$ cat src/rtl/darkroom_pkg.sv
// Shared FSM state type, header layout and frame-length helper for the darkroom frame scheduler.
// Defining DARKROOM_FRAME_CRC8_EN adds the CRC state and one trailing CRC-8 byte per frame.
package darkroom_pkg;

  typedef enum logic [2:0] {
    ST_IDLE,
    ST_LOAD,
    ST_HDR0,
    ST_HDR1,
    ST_PAYLOAD,
`ifdef DARKROOM_FRAME_CRC8_EN
    ST_CRC,
`endif
    ST_GAP
  } state_t;

  localparam logic [7:0] CRC8_POLY    = 8'h07;
  localparam int         HDR_IDX_OFS  = 0;
  localparam int         HDR_MASK_OFS = 1;
  localparam int         HDR_BYTES    = 2;

  function automatic int frame_len(input int spf);
`ifdef DARKROOM_FRAME_CRC8_EN
    return HDR_BYTES + 4 * spf + 1;
`else
    return HDR_BYTES + 4 * spf;
`endif
  endfunction

endpackage

$ cat src/rtl/darkroom_crc8.sv
// Byte-wise CRC-8 (poly 0x07, init 0x00, unreflected) with a registered accumulator.
// Only instantiated when DARKROOM_FRAME_CRC8_EN is defined.
module darkroom_crc8
  import darkroom_pkg::*;
(
  input  logic       clock,
  input  logic       reset_n,
  input  logic       clear_i,
  input  logic       en_i,
  input  logic [7:0] data_i,
  output logic [7:0] crc_o
);

  logic [7:0] crc_q, crc_d, upd;

  always_comb begin
    upd = crc_q ^ data_i;
    for (int b = 0; b < 8; b++) begin
      upd = upd[7] ? ({upd[6:0], 1'b0} ^ CRC8_POLY) : {upd[6:0], 1'b0};
    end
    crc_d = crc_q;
    if (clear_i) begin
      crc_d = '0;
    end else if (en_i) begin
      crc_d = upd;
    end
  end

  always_ff @(posedge clock or negedge reset_n) begin
    if (!reset_n) begin
      crc_q <= '0;
    end else begin
      crc_q <= crc_d;
    end
  end

  assign crc_o = crc_q;

endmodule

$ cat src/rtl/darkroom_frame_scheduler.sv
// Streams byte frames (header + sensor words) for frames holding freshly updated sensors.
// Defining DARKROOM_FRAME_CRC8_EN appends a CRC-8 byte to every frame.
module darkroom_frame_scheduler
  import darkroom_pkg::*;
#(
  parameter int NUMBER_OF_SENSORS = 32,
  parameter int SENSORS_PER_FRAME = 8,
  parameter int GAP_CYCLES        = 1024
) (
  input  logic                           clock,
  input  logic                           reset_n,
  input  logic [32*NUMBER_OF_SENSORS-1:0] sensor_data_i,
  input  logic [NUMBER_OF_SENSORS-1:0]   sensor_update_i,
  input  logic                           trigger_i,
  output logic [7:0]                     byte_o,
  output logic                           byte_valid_o,
  input  logic                           byte_ready_i,
  output logic                           frame_start_o,
  output logic                           frame_end_o,
  output logic                           busy_o,
  output logic [15:0]                    overrun_count_o
);

  localparam int NS        = NUMBER_OF_SENSORS;
  localparam int SPF       = SENSORS_PER_FRAME;
  localparam int NF        = (NS + SPF - 1) / SPF;
  localparam int TOT       = NF * SPF;
  localparam int PADW      = 32 * TOT;
  localparam int FIW       = (NF > 1) ? $clog2(NF) : 1;
  localparam int PAY_BYTES = 4 * SPF;
  localparam int PCW       = $clog2(PAY_BYTES);
  localparam int GW        = (GAP_CYCLES > 1) ? $clog2(GAP_CYCLES) : 1;

  state_t               state_q, state_d;
  logic [NS-1:0]        dirty_q, dirty_d;
  logic [FIW-1:0]       frame_idx_q, frame_idx_d;
  logic                 force_q, force_d;
  logic [32*SPF-1:0]    words_q, words_d;
  logic [SPF-1:0]       mask_q, mask_d;
  logic [PCW-1:0]       pay_cnt_q, pay_cnt_d;
  logic [GW-1:0]        gap_cnt_q, gap_cnt_d;
  logic [15:0]          overrun_q, overrun_d;

  logic [PADW-1:0]      pad_words;
  logic [TOT-1:0]       pad_dirty;
  logic [32*SPF-1:0]    sel_words;
  logic [SPF-1:0]       sel_mask;
  logic [NS-1:0]        clr_vec;
  logic                 last_frame, pay_last, frame_done, ovr_hit;

  // Pad the sensor set up to a whole number of frames; phantom slots read as zero, never dirty.
  assign pad_words = PADW'(sensor_data_i);
  assign pad_dirty = TOT'(dirty_q);

  generate
    for (genvar gi = 0; gi < NS; gi++) begin : g_clr
      assign clr_vec[gi] = (state_q == ST_LOAD) && (frame_idx_q == FIW'(gi / SPF));
    end
  endgenerate

  always_comb begin
    sel_words = '0;
    sel_mask  = '0;
    for (int f = 0; f < NF; f++) begin
      if (frame_idx_q == FIW'(f)) begin
        sel_words = pad_words[32*SPF*f +: 32*SPF];
        sel_mask  = pad_dirty[SPF*f +: SPF];
      end
    end
  end

  assign last_frame = (frame_idx_q == FIW'(NF - 1));
  assign pay_last   = (pay_cnt_q == PCW'(PAY_BYTES - 1));

  // An update landing in its own frame's LOAD cycle keeps dirty set: that word goes next round.
  assign dirty_d   = sensor_update_i | (dirty_q & ~clr_vec);
  assign ovr_hit   = |(sensor_update_i & dirty_q & ~clr_vec);
  assign overrun_d = (ovr_hit && (overrun_q != 16'hFFFF)) ? overrun_q + 16'd1 : overrun_q;

  always_comb begin
    state_d     = state_q;
    frame_idx_d = frame_idx_q;
    force_d     = force_q;
    words_d     = words_q;
    mask_d      = mask_q;
    pay_cnt_d   = pay_cnt_q;
    gap_cnt_d   = gap_cnt_q;
    frame_done  = 1'b0;
    case (state_q)
      ST_IDLE: begin
        if ((|dirty_q) || trigger_i) begin
          state_d     = ST_LOAD;
          frame_idx_d = '0;
          force_d     = trigger_i;
        end
      end
      ST_LOAD: begin
        words_d   = sel_words;
        mask_d    = sel_mask;
        pay_cnt_d = '0;
        if ((sel_mask == '0) && !force_q) begin
          if (last_frame) begin
            state_d = ST_IDLE;
          end else begin
            frame_idx_d = frame_idx_q + FIW'(1);
          end
        end else begin
          state_d = ST_HDR0;
        end
      end
      ST_HDR0: if (byte_ready_i) state_d = ST_HDR1;
      ST_HDR1: if (byte_ready_i) state_d = ST_PAYLOAD;
      ST_PAYLOAD: begin
        if (byte_ready_i) begin
          if (pay_last) begin
`ifdef DARKROOM_FRAME_CRC8_EN
            state_d = ST_CRC;
`else
            frame_done = 1'b1;
`endif
          end else begin
            pay_cnt_d = pay_cnt_q + PCW'(1);
          end
        end
      end
`ifdef DARKROOM_FRAME_CRC8_EN
      ST_CRC: if (byte_ready_i) frame_done = 1'b1;
`endif
      ST_GAP: begin
        if (gap_cnt_q == GW'(GAP_CYCLES - 1)) begin
          state_d     = ST_LOAD;
          frame_idx_d = frame_idx_q + FIW'(1);
        end else begin
          gap_cnt_d = gap_cnt_q + GW'(1);
        end
      end
      default: state_d = ST_IDLE;
    endcase

    // The final frame of a round returns to IDLE without an idle gap.
    if (frame_done) begin
      if (last_frame) begin
        state_d = ST_IDLE;
      end else if (GAP_CYCLES == 0) begin
        state_d     = ST_LOAD;
        frame_idx_d = frame_idx_q + FIW'(1);
      end else begin
        state_d   = ST_GAP;
        gap_cnt_d = '0;
      end
    end
  end

  always_ff @(posedge clock or negedge reset_n) begin
    if (!reset_n) begin
      state_q     <= ST_IDLE;
      dirty_q     <= '0;
      frame_idx_q <= '0;
      force_q     <= 1'b0;
      words_q     <= '0;
      mask_q      <= '0;
      pay_cnt_q   <= '0;
      gap_cnt_q   <= '0;
      overrun_q   <= '0;
    end else begin
      state_q     <= state_d;
      dirty_q     <= dirty_d;
      frame_idx_q <= frame_idx_d;
      force_q     <= force_d;
      words_q     <= words_d;
      mask_q      <= mask_d;
      pay_cnt_q   <= pay_cnt_d;
      gap_cnt_q   <= gap_cnt_d;
      overrun_q   <= overrun_d;
    end
  end

`ifdef DARKROOM_FRAME_CRC8_EN
  logic [7:0] crc_val;

  darkroom_crc8 u_crc (
    .clock   (clock),
    .reset_n (reset_n),
    .clear_i (state_q == ST_LOAD),
    .en_i    (byte_valid_o && byte_ready_i && (state_q != ST_CRC)),
    .data_i  (byte_o),
    .crc_o   (crc_val)
  );
`endif

  // Outputs decode only registered state, so they hold steady while the consumer stalls.
  always_comb begin
    byte_o        = '0;
    byte_valid_o  = 1'b0;
    frame_start_o = 1'b0;
    frame_end_o   = 1'b0;
    case (state_q)
      ST_HDR0: begin
        byte_o        = 8'(frame_idx_q);
        byte_valid_o  = 1'b1;
        frame_start_o = 1'b1;
      end
      ST_HDR1: begin
        byte_o       = 8'(mask_q);
        byte_valid_o = 1'b1;
      end
      ST_PAYLOAD: begin
        byte_o       = words_q[{pay_cnt_q, 3'b000} +: 8];
        byte_valid_o = 1'b1;
`ifndef DARKROOM_FRAME_CRC8_EN
        frame_end_o  = pay_last;
`endif
      end
`ifdef DARKROOM_FRAME_CRC8_EN
      ST_CRC: begin
        byte_o       = crc_val;
        byte_valid_o = 1'b1;
        frame_end_o  = 1'b1;
      end
`endif
      default: ;
    endcase
  end

  assign busy_o          = (state_q != ST_IDLE);
  assign overrun_count_o = overrun_q;

endmodule
$ cat config.mk
export PLATFORM = sky130hd
export DESIGN_NAME = darkroom_frame_scheduler
export DESIGN_NICKNAME = d
export VERILOG_FILES = /design/src/rtl/darkroom_pkg.sv /design/src/rtl/darkroom_crc8.sv /design/src/rtl/darkroom_frame_scheduler.sv
export SDC_FILE = /design/constraint.sdc
export NUM_CORES = 1
export LEC_CHECK = 0
export ABC_AREA = 1
export CAP_MARGIN = 40
export CELL_PAD_IN_SITES_DETAIL_PLACEMENT = 1
export CELL_PAD_IN_SITES_GLOBAL_PLACEMENT = 1
export CORE_AREA = 2 2 420 422
export CTS_CLUSTER_DIAMETER = 80
export DETAILED_ROUTE_END_ITERATION = 16
export DIE_AREA = 0 0 422 424
export GPL_TIMING_DRIVEN = 0
export MAX_ROUTING_LAYER = met4
export PLACE_DENSITY_LB_ADDON = 0.1
export SYNTH_ARGS = -nofsm -noshare
export SYNTH_HDL_FRONTEND = slang
export SYNTH_HIERARCHICAL = 1
export SYNTH_SLANG_ARGS = --single-unit
$ cat constraint.sdc
create_clock -name clock -period 2.1 [get_ports clock]
set_input_delay 0.21 -clock clock [delete_from_list [all_inputs] [get_ports clock]]
set_output_delay 0.21 -clock clock [all_outputs]
set_load 0.05 [all_outputs]
# Yosys cells after proc, flatten, opt, wreduce, memory -nomap -nowiden
# Cells that the tools add are included.
# classes
div,0
add_sub_neg,4
mul,0
n_reduce_logical,21
n_mux,36
shift,1
bitwise_logic,5
magnitude_cmp,0
eq_ne,23
# op_table
operator,count
256-bit two-way mux,4
256-bit by 9-bit variable part select with 8-bit output,1
32-bit bitwise AND,3
32-bit OR reduction,2
10-bit two-way mux,4
8-bit two-way mux,4
32-bit NOT,1
32-bit OR,1
3-bit two-way mux,8
8-bit one-hot mux with 3 select lines,1
3-bit one-hot mux with 6 select lines,1
16-bit by 1-bit adder with 16-bit output (second input constant),1
16-bit != test (second input constant),1
2-bit != test (second input constant),6
3-bit != test (second input constant),4
10-bit by 1-bit adder with 10-bit output (second input constant),1
10-bit == test (second input constant),1
5-bit two-way mux,2
5-bit one-hot mux with 2 select lines,1
8-bit logical NOT,1
2-bit two-way mux,4
3-bit by 2-bit == test with 1-bit output (second input constant),2
3-bit == test (second input constant),2
1-bit logical AND,6
other kinds (21),28
# totals
regBits,333
mem_bits_ro,0
inputBits,1060
mem_bits_rw,0
n_memories,0
word_cells,99
out_inout_bits,28
latch_bits,0

# Logic depth before layout (Yosys ltp)
# Gate-level depths: netlist of the first run.
# depth
word_depth,10
ltp_mapped,15
ltp_nobuf,15

# Worst setup path after synthesis of the first run
# Ideal clock, no wire load.
# synth_path
path_type,register to register
from,reg pay_cnt_q[1]
to,reg state_q[0]
t_arrival_ns,2.362
synth_period_minus_slack_ns,2.445
n_path_buf,0
t_required_ns,2.017
setup_time_ns,0.083
setup_slack_ns,-0.345
path_stages_with_launch,11
path_cell_list,dfrtp_1 > ha_1 > inv_1 > nor2_1 > ha_1 > inv_1 > nor2_1 > nand2_1 > nor2_2 > nor4_1 > o21ai_0
# synth_between
elab_chain_len,6
word_cells_on_any_way,12
classes_between,eq/ne (7); mux (4); reduce/logical (1)
# synth_lines
item,line_no,source
start: declaration,darkroom_frame_scheduler.sv:40,"logic [PCW-1:0] pay_cnt_q, pay_cnt_d;"
start signal: assignment,darkroom_frame_scheduler.sv:172,pay_cnt_q <= pay_cnt_d;
5-bit == test *,darkroom_frame_scheduler.sv:73,assign pay_last = (pay_cnt_q == PCW'(PAY_BYTES - 1));
1-bit two-way mux *,darkroom_frame_scheduler.sv:115,if (pay_last) begin
1-bit two-way mux *,darkroom_frame_scheduler.sv:114,if (byte_ready_i) begin
1-bit two-way mux *,darkroom_frame_scheduler.sv:89,case (state_q)
4-bit != test (no source line) (tied with other cells),-,
6-bit AND reduction (no source line),-,
end signal: assignment,darkroom_frame_scheduler.sv:166,state_q <= state_d;
end: declaration,darkroom_frame_scheduler.sv:34,"state_t state_q, state_d;"
# Mark *: on every way between the ends. The rest lies on a longest branch, timed or not.
# A chain may end at the register's enable or synchronous reset.

# Worst setup path in the final report of the first run
# layout_path
from,reg pay_cnt_q[0]
to,out byte_o[1]
# layout_between
elab_chain_len,2
# layout_lines
item,line_no,source
256-bit by 9-bit variable part select with 8-bit output,darkroom_frame_scheduler.sv:208,"byte_o = words_q[{pay_cnt_q, 3'b000} +: 8];"
8-bit one-hot mux with 3 select lines,darkroom_frame_scheduler.sv:197,case (state_q)
end: declaration,darkroom_frame_scheduler.sv:15,"output logic [7:0] byte_o,"
# No other way between the ends.

==> run_results.csv, run 1 <==
group,metric,value,unit
logic_synthesis,syn-num-nets,3872,
logic_synthesis,synth_cells,2804,
cts,clkSinkCount,333,
drt,ant_nets,0,
finish,stdcell_count,6580,
flow_run,maxCapViolCount,0,
logic_synthesis,synth.distinct_cells,39,
global_routing,antenna_found_initial,80,
cts,cts_root_buffer,"clkbuf_16",
timing,min_period_over_period,160.9,%
timing,rsz0062_at_grt,"yes",
cts,cts_tree,"yes",
logic_synthesis,yosysWarnings,6,
cts,cts.clk_slew.worst_paths,0.06,ns
critical_path,crit_fanout,11,
timing,finalMaxSlewViolations,0,
power_and_ir_drop,seqPwrFrac,18.5,%
timing,clock_skew,0.04122,ns
logic_synthesis,synth_edf_count,0,
finish,finalNetCount,5219,
logic_synthesis,ys_seq_area_share,39.31,%
logic_synthesis,synth-main-ff-cell,"dfrtp_1",
power_and_ir_drop,netSwitchingPower,30.42,mW
floorplan,rows,154,
logic_synthesis,async_flop_share,100.0,%
global_routing,grt.total_usage,23.30,%
critical_path,path_cells,"buf_4 -> clkbuf_1 -> buf_6 -> o21ai_0 -> o211ai_1 -> nand3_1 -> nand4_1 -> nand3_2 -> nand2_2 -> buf_12",
power_and_ir_drop,p_clk_share,15.3,%
cts,h-tree-depth,2,
timing,tightest_slew,0.8150,ns
critical_path,worstPathArrival,3.17,ns
critical_path,required,1.89,ns
critical_path,cp_top_family,"simple AND/OR/NAND/NOR gates",
global_routing,grt_pass1_vias,30390,
placed_design,place.port_buffers,1087,
outcome,status,"finished, violations left",
cts,cts_buffers,56,
critical_path,worstSetupPathType,"reg -> out",
logic_synthesis,ys_ff_latch,333,
hold_path,hold_path.class,"in -> async",
critical_path,critPathBufInv,4,
outcome,failed_checks,"setup timing",
drt,drtPass1Iterations,5,
floorplan,dieWidth,422,µm
global_routing,grt_max_degree,93,
drt,drt_iter0_drc,1431,
critical_path,cp_slowest_stage_delay,0.47,ns
finish,regArea,0.008343,mm²
timing,setup_viol,299,
timing,hold_violations,0,
floorplan,dieArea,0.1789,mm²
drt,via_per_inst,4.318,
cts,clk_latency,0.67,ns
critical_path,startpoint_type,"flip-flop",
power_and_ir_drop,pwr-share-comb,66.2,%
power_and_ir_drop,switching_share,47.53,%
floorplan,io-pin-count,1088,
power_and_ir_drop,leakagePower,16.77,nW
power_and_ir_drop,power_density,1430,mW/mm²
placed_design,place_inst,6300,
critical_path,critPathSlowestCell,"o211ai_1",
placed_design,gp_congestion,0.8605,
critical_path,cp-end-kind,"primary output",
timing,fmax,296.0,MHz
logic_synthesis,syn_area,0.02120,mm²
timing,relSlewSlack,45.66,%
floorplan,die_y,424,µm
timing,finalCriticalPeriod,3.378,ns
power_and_ir_drop,peakVddDrop,0.8671,mV
timing,fin_ws,-1.278,ns
global_routing,grt-ovfl-total,0,
power_and_ir_drop,total_power,64.00,mW
drt,wire_per_inst,32.30,µm
finish,syn_to_final_growth,111.2,%
logic_synthesis,avgSynthCellArea,7.560,µm²
drt,vias,28410,
finish,fillCellCount,20340,
power_and_ir_drop,p_int,33.58,mW
finish,drive_above_1_share,21.08,%
drt,drc_errors,0,
cts,clockBufferDepth,3,
global_routing,grt_pass1_wl,277600,µm
floorplan,initial_core_util,12.12,%
placed_design,hpwl,175500,µm
floorplan,core_area,0.1750,mm²
finish,multi_input_area,0.01477,mm²
drt,wl,212600,µm
worst paths after layout:
path                                    start            to  slack, ns  cells after the start
min in group clock         sensor_data_i[972]  words_q[204]       0.13                      3
hold reg to reg                     mask_q[6]     mask_q[6]       0.49                      2
setup / recovery                 pay_cnt_q[0]     byte_o[1]      -1.28                     10
hold / removal                        reset_n  words_q[228]       0.04                      2
max in group asynchronous             reset_n  words_q[157]       0.70                      4
setup reg to reg               frame_idx_q[0]  words_q[122]      -0.28                     12
registers in the layout (all words and copies together), names as in the netlist:
signal           count
dirty_q             32
force_q              1
frame_idx_q          2
gap_cnt_q           10
mask_q               8
overrun_count_o     16
pay_cnt_q            5
state_q              3
words_q            256
synth_stat cells, drive strengths merged, types with 5 or more instances:
master | number | area share (%)
dfrtp | 333 | 39
nand2 | 714 | 13
o22ai | 34 | 1.0
buf | 41 | 0.97
a221oi | 256 | 11
o21bai | 20 | 0.71
inv | 84 | 1.5
xnor2 | 5 | 0.21
nand3 | 86 | 2.0
o211ai | 286 | 10
nand4 | 17 | 0.50
nor3 | 15 | 0.35
ha | 8 | 0.47
nor2 | 205 | 3.7
clkbuf | 218 | 3.9
xor2 | 14 | 0.58
o21ai | 416 | 9.9
a21o | 13 | 0.46
a21oi | 22 | 0.52
logic make-up (layout without fill, tap and decap cells):
logic type               after synthesis  after routing  share of synthesized area, %
XOR/XNOR                              19             19                        0.7850
adder cells (fa/ha/maj)                8              8                        0.4722
flip-flops                           333            333                         39.31
buffers and inverters                345           1734                         6.357
AO/OA/AOI/OAI                       1055           1055                         33.56
other                                  0             47                             0
AND/OR/NAND/NOR                     1044           1044                         19.52
cell type report:
cell class                      count  area share, %
Sequential cell                   333          18.64
Timing Repair Buffer             1296          30.74
Inverter                           86         0.7994
Buffer                            252          5.850
Clock buffer                       78          3.609
Tap cell                         2340          6.541
Clock inverter                     22         0.5562
Multi-Input combinational cell   2126          33.01
Antenna cell                       47         0.2627
what timing repair did:
action,in CTS,in global routing
setup buffers,50,70
hold buffers,1,0
endpoints found under the hold margin,211,0
gates cloned,5,15
resized for setup,769,576
pin swaps,85,134
endpoints found under the setup margin,335,323
cells in the final DEF, fill, tap and decap left out, types with 71 or more instances in the layout:
cell / synthesis / routed
buf_4: 1 / 79
o211ai_1: 286 / 286
clkbuf_16: 0 / 91
nand2_1: 710 / 680
buf_6: 1 / 75
nor2_1: 203 / 180
clkdlybuf4s50_1: 0 / 1070
dfrtp_1: 333 / 325
inv_1: 83 / 72
a221oi_4: 0 / 127
o21ai_0: 407 / 370
clkbuf_2: 0 / 71
layer usage:
layer / up-vias / routed length (µm) / global-route usage [%] / part of all wire [%]
li1: 13030 / - / - / -
met1: 14340 / 89940 / 27.58 / 42
met2: 844 / 109200 / 41.62 / 51
met3: 196 / 8840 / 3.509 / 4.2
met4: 0 / 4568 / 4.720 / 2.1
met5: - / 0 / - / 0
power by group through the flow:
stage | registers [mW] | clock network (mW) | logic [mW]
final | 11.8 | 9.77 | 42.4
after detailed placement | 12.0 | 0 | 29.6
after floorplan | 10.2 | 0 | 14.0
after global routing | 12.1 | 10.3 | 45.2
after global placement | 12.0 | 0 | 28.2
after CTS | 11.9 | 10.2 | 36.5
per-stage QoR:
stage	utilization (%)	TNS [ns]	worst slack, ns	area (µm²)	hold slack, ns
final	25.59	-45.00	-1.278	44760	0.03702
after detailed placement	20.57	-325.90	-2.412	35980	0.1352
after global placement	20.02	-6521.14	-19.49	35020	0.4737
after CTS	23.71	-79.88	-1.335	41470	0.007502
after floorplan	-	0	0.003275	21210	-0.08559
after global routing	25.57	-70.26	-1.283	44740	0.03274
(Power assumes the default switching activity.)
==> run 2, diff against run 1 <==
GPL_TIMING_DRIVEN = not set   (was 0)
==> run_results.csv, run 2 (synthesized netlist as in run 1, its figures left out) <==
group,metric,value,unit
finish,finalNetCount,5375,
power_and_ir_drop,power_density,1460,mW/mm²
drt,wl,206000,µm
cts,cts_root_buffer,"clkbuf_16",
timing,fmax,331.3,MHz
power_and_ir_drop,total_power,69.13,mW
placed_design,hpwl,150800,µm
global_routing,grt-ovfl-total,0,
cts,clkSinkCount,333,
finish,regArea,0.008344,mm²
finish,drive_above_1_share,29.34,%
finish,multi_input_area,0.01491,mm²
outcome,status,"finished, violations left",
timing,setup_viol,212,
critical_path,worstPathArrival,2.81,ns
finish,syn_to_final_growth,123.4,%
global_routing,grt.total_usage,21.50,%
critical_path,startpoint_type,"flip-flop",
cts,h-tree-depth,2,
drt,drt_iter0_drc,1378,
timing,rsz0062_at_grt,"yes",
finish,fillCellCount,20150,
floorplan,dieWidth,422,µm
drt,via_per_inst,4.336,
critical_path,crit_fanout,7,
timing,hold_slack,0.07669,ns
timing,fin_ws,-0.9182,ns
critical_path,cp-end-kind,"primary output",
timing,tightest_slew,0.6151,ns
timing,relSlewSlack,59.16,%
global_routing,antenna_found_initial,43,
cts,clk_latency,0.64,ns
placed_design,place.port_buffers,1087,
cts,clockBufferDepth,3,
timing,finalMaxSlewViolations,0,
cts,cts_buffers,53,
floorplan,dieArea,0.1789,mm²
critical_path,required,1.89,ns
global_routing,grt_pass1_vias,31090,
power_and_ir_drop,leakagePower,18.24,nW
placed_design,gp_congestion,0.8460,
timing,hold_violations,0,
finish,layout_common_cells,"clkdlybuf4s50_1 (1058), nand2_1 (655), buf_4 (356)",
finish,largest_reg_flops,256,
drt,drc_errors,0,
outcome,failed_checks,"setup timing",
hold_path,hold_path.class,"in -> async",
drt,ant_nets,0,
floorplan,die_y,424,µm
critical_path,worstSetupPathType,"reg -> out",
finish,layout_commonest_cell,"clkdlybuf4s50_1",
timing,clock_skew,0.02070,ns
floorplan,core_area,0.1750,mm²
flow_run,maxCapViolCount,0,
timing,finalCriticalPeriod,3.018,ns
drt,vias,29130,
power_and_ir_drop,peakVddDrop,0.6041,mV
timing,min_period_over_period,143.7,%
finish,regMostFlops,"words_q",
global_routing,grt_max_degree,63,
drt,drtPass1Iterations,7,
floorplan,io-pin-count,1088,
drt,wire_per_inst,30.66,µm
floorplan,initial_core_util,12.12,%
cts,cts.clk_slew.worst_paths,0.06,ns
cts,cts_tree,"yes",
floorplan,rows,154,
global_routing,grt_pass1_wl,262500,µm
run 2: cell types whose count changed in the layout (fill, tap and decap cells not counted), moves of 64 or more:
cell / previous run / this run
o21ai_0: 370 / 141
a221oi_4: 127 / 55
buf_4: 79 / 356
a221oi_1: 70 / 134
clkbuf_2: 71 / 0
o21ai_2: 16 / 206
run 2: where the power goes:
part           leakage [nW]  switching [mW]  internal (mW)  total (mW)
Combinational          13.3            24.1           22.5        46.6
Clock                 0.883            3.76           5.71        9.47
Sequential             4.08            3.93           9.09        13.0
Total                  18.2            31.8           37.3        69.1
run 2: what timing repair did:
action | 4_1_cts | 5_1_grt
buffers inserted | 88 | 63
setup endpoints to repair | 231 | 306
endpoints found under the hold margin | 253 | 0
pin swaps | 174 | 263
hold buffers | 1 | 0
cloned | 39 | 54
gates resized for setup | 535 | 651
run 2: area by class of cell:
class,count,share of cell area [%]
timing repair inverter,2,0.03699
timing repair buffer,1705,39.85
clock buffer,79,3.282
antenna,29,0.1532
multi-input combinational,2126,31.48
sequential,333,17.62
clock inverter,18,0.5152
tap,2340,6.183
inverter,86,0.8825
run 2: final timing paths:
| check | from | cells past startpoint | end | slack (ns) |
|---|---|---|---|---|
| max | pay_cnt_q[0] | 12 | byte_o[2] | -0.92 |
| min | reset_n | 2 | words_q[228] | 0.08 |
| max reg2reg | pay_cnt_q[0] | 18 | state_q[1] | -0.30 |
| min reg2reg | mask_q[6] | 2 | mask_q[6] | 0.49 |
| max in group asynchronous | reset_n | 4 | words_q[12] | 1.11 |
| min in group clock | sensor_data_i[784] | 3 | words_q[16] | 0.15 |
run 2: layer usage:
layer  share of wire, %  track usage [%]
met5                  0                -
met3                4.0            2.918
met2                 51            38.22
met4                1.5            3.131
met1                 43            26.26
run 2: per-stage QoR:
step / area (µm²) / worst slack (ns) / utilization (%) / TNS, ns / cells
floorplan: 21210 / 0.003275 / - / 0 / 2804
global placement: 38110 / -0.7252 / 21.78 / -32.46 / 6403
detailed placement: 38110 / -0.7119 / 21.78 / -28.88 / 6403
CTS: 43740 / -1.028 / 25.00 / -62.95 / 6616
global route: 47340 / -1.057 / 27.06 / -47.25 / 6711
finish: 47350 / -0.9182 / 27.07 / -24.26 / 6718
run 2: critical path: stages, from the launching register on:
cell	delay (ns)
dfrtp_4	0.52
buf_12	0.16
clkinv_16	0.07
buf_8	0.12
nor2_1	0.05
o211ai_1	0.34
o211ai_1	0.15
buf_4	0.19
nand2_2	0.07
nand3_2	0.11
nand2_2	0.09
buf_6	0.13
buf_12	0.14
